[src/rtl/traffic_light_ctrl.sv]
// Two-road intersection controller with programmable phases, pedestrian early
// termination of road A green and a night flashing mode. Optional macro: ALL_RED_EN.
module traffic_light_ctrl #(
  parameter int unsigned CNT_W       = 5,
  parameter int unsigned GREEN_A     = 8,
  parameter int unsigned GREEN_B     = 10,
  parameter int unsigned YELLOW      = 3,
  parameter int unsigned MIN_GREEN_A = 4,
  parameter int unsigned FLASH_HALF  = 2,
  parameter int unsigned ALL_RED     = 1
) (
  input  logic       clk,
  input  logic       reset,
  input  logic       ped_req,
  input  logic       night,
  output logic [2:0] light_a,
  output logic [2:0] light_b,
  output logic       ped_walk,
  output logic [2:0] phase
);

  localparam logic [2:0] LAMP_GRN = 3'b001;
  localparam logic [2:0] LAMP_YEL = 3'b010;
  localparam logic [2:0] LAMP_RED = 3'b100;
  localparam logic [2:0] LAMP_OFF = 3'b000;

  localparam logic [CNT_W-1:0] CNT_ONE       = CNT_W'(1);
  localparam logic [CNT_W-1:0] GREEN_A_C     = CNT_W'(GREEN_A);
  localparam logic [CNT_W-1:0] GREEN_B_C     = CNT_W'(GREEN_B);
  localparam logic [CNT_W-1:0] YELLOW_C      = CNT_W'(YELLOW);
  localparam logic [CNT_W-1:0] MIN_GREEN_A_C = CNT_W'(MIN_GREEN_A);
  localparam logic [CNT_W-1:0] FLASH_HALF_C  = CNT_W'(FLASH_HALF);

  typedef enum logic [2:0] {
    A_GRN = 3'd0,
    A_YEL = 3'd1,
    B_GRN = 3'd2,
    B_YEL = 3'd3,
`ifdef ALL_RED_EN
    NIGHT = 3'd4,
    A_CLR = 3'd5,
    B_CLR = 3'd6
`else
    NIGHT = 3'd4
`endif
  } state_e;

`ifdef ALL_RED_EN
  localparam logic [CNT_W-1:0] ALL_RED_C = CNT_W'(ALL_RED);
`else
  // Clearance length has no meaning without the CLR states.
  logic unused_all_red;
  assign unused_all_red = ^ALL_RED;
`endif

  state_e           state_q, state_d;
  logic [CNT_W-1:0] count_q, count_d;
  logic             ped_pending_q, ped_pending_d;
  logic             flash_q, flash_d;
  logic [2:0]       light_a_q, light_a_d;
  logic [2:0]       light_b_q, light_b_d;
  logic             ped_walk_q, ped_walk_d;

  // Phase sequencing; count is 1 on the first cycle of every state.
  always_comb begin
    state_d       = state_q;
    count_d       = count_q + CNT_ONE;
    flash_d       = flash_q;
    ped_pending_d = ped_pending_q;

    if (ped_req && (state_q != B_GRN)) ped_pending_d = 1'b1;

    case (state_q)
      A_GRN: begin
        if ((count_q == GREEN_A_C) || (ped_pending_q && (count_q >= MIN_GREEN_A_C))) begin
          state_d       = A_YEL;
          count_d       = CNT_ONE;
          ped_pending_d = 1'b0;
        end
      end
      A_YEL: begin
        if (count_q == YELLOW_C) begin
          count_d = CNT_ONE;
`ifdef ALL_RED_EN
          state_d = A_CLR;
`else
          state_d = night ? NIGHT : B_GRN;
`endif
        end
      end
      B_GRN: begin
        if (count_q == GREEN_B_C) begin
          state_d = B_YEL;
          count_d = CNT_ONE;
        end
      end
      B_YEL: begin
        if (count_q == YELLOW_C) begin
          count_d = CNT_ONE;
`ifdef ALL_RED_EN
          state_d = B_CLR;
`else
          state_d = night ? NIGHT : A_GRN;
`endif
        end
      end
`ifdef ALL_RED_EN
      A_CLR: begin
        if (count_q == ALL_RED_C) begin
          count_d = CNT_ONE;
          state_d = night ? NIGHT : B_GRN;
        end
      end
      B_CLR: begin
        if (count_q == ALL_RED_C) begin
          count_d = CNT_ONE;
          state_d = night ? NIGHT : A_GRN;
        end
      end
`endif
      NIGHT: begin
        if (!night) begin
          state_d = A_GRN;
          count_d = CNT_ONE;
          flash_d = 1'b0;
        end else if (count_q == FLASH_HALF_C) begin
          flash_d = ~flash_q;
          count_d = CNT_ONE;
        end
      end
      default: begin
        state_d = A_GRN;
        count_d = CNT_ONE;
        flash_d = 1'b0;
      end
    endcase
  end

  // Lamp decode of the upcoming state so the lamp flops line up with state_q.
  always_comb begin
    light_a_d  = LAMP_RED;
    light_b_d  = LAMP_RED;
    ped_walk_d = 1'b0;
    case (state_d)
      A_GRN: light_a_d = LAMP_GRN;
      A_YEL: light_a_d = LAMP_YEL;
      B_GRN: begin
        light_b_d  = LAMP_GRN;
        ped_walk_d = 1'b1;
      end
      B_YEL: light_b_d = LAMP_YEL;
      NIGHT: begin
        light_a_d = flash_d ? LAMP_YEL : LAMP_OFF;
        light_b_d = flash_d ? LAMP_RED : LAMP_OFF;
      end
      default: ;
    endcase
  end

  always_ff @(posedge clk) begin
    if (reset) begin
      state_q       <= A_GRN;
      count_q       <= CNT_ONE;
      ped_pending_q <= 1'b0;
      flash_q       <= 1'b0;
      light_a_q     <= LAMP_GRN;
      light_b_q     <= LAMP_RED;
      ped_walk_q    <= 1'b0;
    end else begin
      state_q       <= state_d;
      count_q       <= count_d;
      ped_pending_q <= ped_pending_d;
      flash_q       <= flash_d;
      light_a_q     <= light_a_d;
      light_b_q     <= light_b_d;
      ped_walk_q    <= ped_walk_d;
    end
  end

  assign light_a  = light_a_q;
  assign light_b  = light_b_q;
  assign ped_walk = ped_walk_q;
  assign phase    = state_q;

endmodule

[config.mk]
export PLATFORM = sky130hd
export DESIGN_NAME = traffic_light_ctrl
export DESIGN_NICKNAME = d
export VERILOG_FILES = /design/src/rtl/traffic_light_ctrl.sv
export SDC_FILE = /design/constraint.sdc
export NUM_CORES = 1
export LEC_CHECK = 0
export CAP_MARGIN = 20
export CORE_MARGIN = 3
export CORE_UTILIZATION = 47
export DETAILED_ROUTE_END_ITERATION = 6
export GPL_ROUTABILITY_DRIVEN = 0
export GPL_TIMING_DRIVEN = 0
export PLACE_DENSITY = 0.73
export REMOVE_ABC_BUFFERS = 1
export SLEW_MARGIN = 10
export SYNTH_ARGS = -nofsm -noshare
export SYNTH_HDL_FRONTEND = slang
export SYNTH_SLANG_ARGS = --single-unit
[constraint.sdc]
create_clock -name clk -period 1.7 [get_ports clk]
set_clock_uncertainty 0.2 [all_clocks]
set_input_delay 0.34 -clock clk [delete_from_list [all_inputs] [get_ports clk]]
set_output_delay 0.34 -clock clk [all_outputs]
set_load 0.02 [all_outputs]
==> results_dict.tcl <==
set metrics [dict create \
    ir_worst_vdd_uv 802 \
    vias_per_cell 5.83 \
    wirelength_mm 2.33 \
    dr.pass1.iters 4 \
    p_per_area_mw_per_mm2 1160 \
    ys_ff_latch 17 \
    yosys_most_used_dff "dfxtp_1" \
    ys_types 38 \
    hold_path_class "reg2reg" \
    critPathMaxFanout 5 \
    multiInputGateArea_sq_um 632 \
    combPwrFrac_pct 44.1 \
    slew_headroom_pct 70.0 \
    overflow 0 \
    drt_iter0_drc 47 \
    grt_first_pass_wirelength_mm 3.96 \
    regArea_sq_um 360 \
    utilization_pct 69.7 \
    placed_area_sq_mm 0.00108 \
    hold_violations 0 \
    ios 14 \
    cts_tree "done" \
    io_buffers 13 \
    worst_pin_slew_ns 0.449 \
    core_area_sq_mm 0.00182 \
    drv_slew 0 \
    period_share_pct 107 \
    antenna_found_initial 0 \
    worstPathCellList "inv_4, ha_4, and4bb_1, a21oi_1, a211o_4, a31o_1" \
    syn_area_per_cell_sq_um 8.77 \
    fillers 151 \
    p_sw_mw 0.565 \
    dp_hpwl_mm 1.59 \
    synth_edf_count 0 \
    hold_buffers 0 \
    synth_cells 109 \
    syn-cell-area_sq_um 956 \
    synthArstFlopShare_pct 0 \
    switching_share_pct 38.5 \
    initial_core_util_pct 52.5 \
    ys_seq_area_share_pct 35.6 \
    power.leakage_nw 0.505 \
    min_period_ns 1.81 \
    ff2ff_setup_slack_ns -0.11 \
    arrival_ns 1.81 \
    min_path_cells 2 \
    slowest_stage "dfxtp_4" \
    clk_pin_slew_ns 0.11 \
    fmax_mhz 552 \
    grt_pass1_vias 887 \
    clockBufferDepth 2 \
    vias 903 \
    reg2reg_depth 6 \
    min_from "ped_pending_q$_SDFF_PP0_" \
    mostFrequentLayoutCells "nand3_1, dfxtp_1, dlygate4sd2_1, nor2_1, buf_4" \
    setup-violations-final 11 \
    drc_errors 0 \
    end_kind "flop" \
    fin_nets 138 \
    die_x_um 51.1 \
    n_antenna_cell 0 \
    clock_latency_ns 0.29 \
    required_ns 1.70 \
    cts_sinks 17 \
    maxCapViolations 0 \
    root_buffer "clkbuf_4" \
    layout-drive-gt1-share_pct 32.3 \
    critical_path.max_stage_delay_ns 0.38 \
    crit_family "compound AO/OA/AOI/OAI gates" \
    r2r-start "count_q[0]$_SDFF_PP1_" \
    grt_usage_pct 19.9 \
    fin_area_sq_mm 0.00127 \
    status "finished, violations left" \
    cp_num_buf_inv 1 \
    p_int_mw 0.901 \
    failed_checks "setup timing" \
    die_h_um 51.1 \
    setup_slack_ns -0.113 \
    grt_setup_unrepaired "yes" \
    startpoint_type "flop" \
    p_clk_share_pct 15.4 \
    fp-row-count 15 \
    cts_made_buffers 3 \
    htreeDepth 1 \
    power_mw 1.47 \
    routedWlPerCell_um 15.0 \
    worstSetupPathType "reg2reg" \
    reg2reg_to "light_a[0]$_SDFF_PP1_" \
    grt_max_degree 18 \
    hold_path_end "ped_pending_q$_SDFF_PP0_" \
    ant_nets 0 \
    syn_to_final_growth_pct 32.7 \
    yosysWarnings 0 \
    die_area_sq_mm 0.00261 \
    p_seq_share_pct 40.5 \
]
## flip-flops by register name, indices dropped and copies added, names as in the netlist
name,count
light_b,3
flash_q,1
light_a,3
ped_pending_q,1
count_q,5
ped_walk,1
phase,3
## synth_stat cells (all sizes together), types with 3 or more instances
master / number / area [sq um]
ha: 3 / 37.5
nand3: 9 / 45.0
xnor2: 3 / 26.3
nor2: 8 / 30.0
a31oi: 3 / 18.8
a21oi: 7 / 35.0
o211ai: 3 / 22.5
nor2b: 3 / 18.8
inv: 9 / 33.8
nand2: 7 / 26.3
o21ai: 7 / 42.5
dfxtp: 17 / 340
buf: 4 / 35.0
and2: 3 / 18.8
## worst max path at each step
stage,endpoint,start,depth (start not counted),slack [ns]
2_1_floorplan,light_b[0]$_SDFF_PP0_,count_q[0]$_SDFF_PP1_,6,-0.02
3_3_place_gp,ped_walk$_SDFF_PP0_,count_q[0]$_SDFF_PP1_,6,-0.25
3_5_place_dp,light_b[0]$_SDFF_PP0_,count_q[0]$_SDFF_PP1_,6,-0.27
4_1_cts,light_b[2]$_SDFF_PP1_,count_q[0]$_SDFF_PP1_,7,-0.07
5_1_grt,light_a[0]$_SDFF_PP1_,count_q[0]$_SDFF_PP1_,6,-0.18
6_report,light_a[0]$_SDFF_PP1_,count_q[0]$_SDFF_PP1_,6,-0.11
## what timing repair did
item,in CTS,in global routing
buffers inserted,8,1
resized for setup,40,3
pin swaps,8,4
setup endpoints to repair,26,14
endpoints found under the hold margin,0,0
## logic make-up (layout without fill, tap and decap cells)
logic type	Yosys count	count (layout)	share of synthesized area, %
and+or+nand+nor	41	41	26.8
AOI/OAI and AO/OA	29	29	20.4
DFF	17	17	35.6
buffers and inverters	13	34	7.20
xor gates and xnor gates	4	4	3.67
adders and majority gates	3	3	3.93
muxes	2	2	2.36
## power groups by stage
stage | Combinational, mW | Clock (mW) | Sequential [mW]
floorplan | 0.310 | 0 | 0.576
global placement | 0.470 | 0 | 0.557
detailed placement | 0.473 | 0 | 0.563
CTS | 0.610 | 0.231 | 0.591
global route | 0.704 | 0.250 | 0.605
finish | 0.647 | 0.225 | 0.594
## through the flow
step	hold slack, ns	setup WS [ns]	std cells	setup TNS [ns]
after floorplan	0.212	-0.0179	105	-0.0357
after global placement	0.298	-0.249	143	-2.83
after detailed placement	0.304	-0.267	143	-2.94
after CTS	0.351	-0.0686	154	-0.237
after global routing	0.415	-0.183	155	-1.72
final	0.346	-0.113	155	-0.831
## worst min-delay path, cell delays in order (launching register included)
cell and delay [ns]:
dfxtp_1 0.34, a21oi_1 0.12, nor2_1 0.05
## layer usage
metal	share of wire [%]	vias up	GRT usage [%]
met4	1.7	0	6.73
met3	10	8	6.12
met1	42	402	25.0
met2	46	65	32.0
met5	0	-	0
li1	-	428	-
## cell type report
type,instances,share of cell area (%)
Timing Repair Buffer,21,14.1
Tap cell,25,2.47
Clock inverter,1,0.592
Clock buffer,3,1.78
Sequential cell,17,28.4
Multi-Input combinational cell,79,49.8
Inverter,9,2.86
Power figures use the tool's default switching activity.
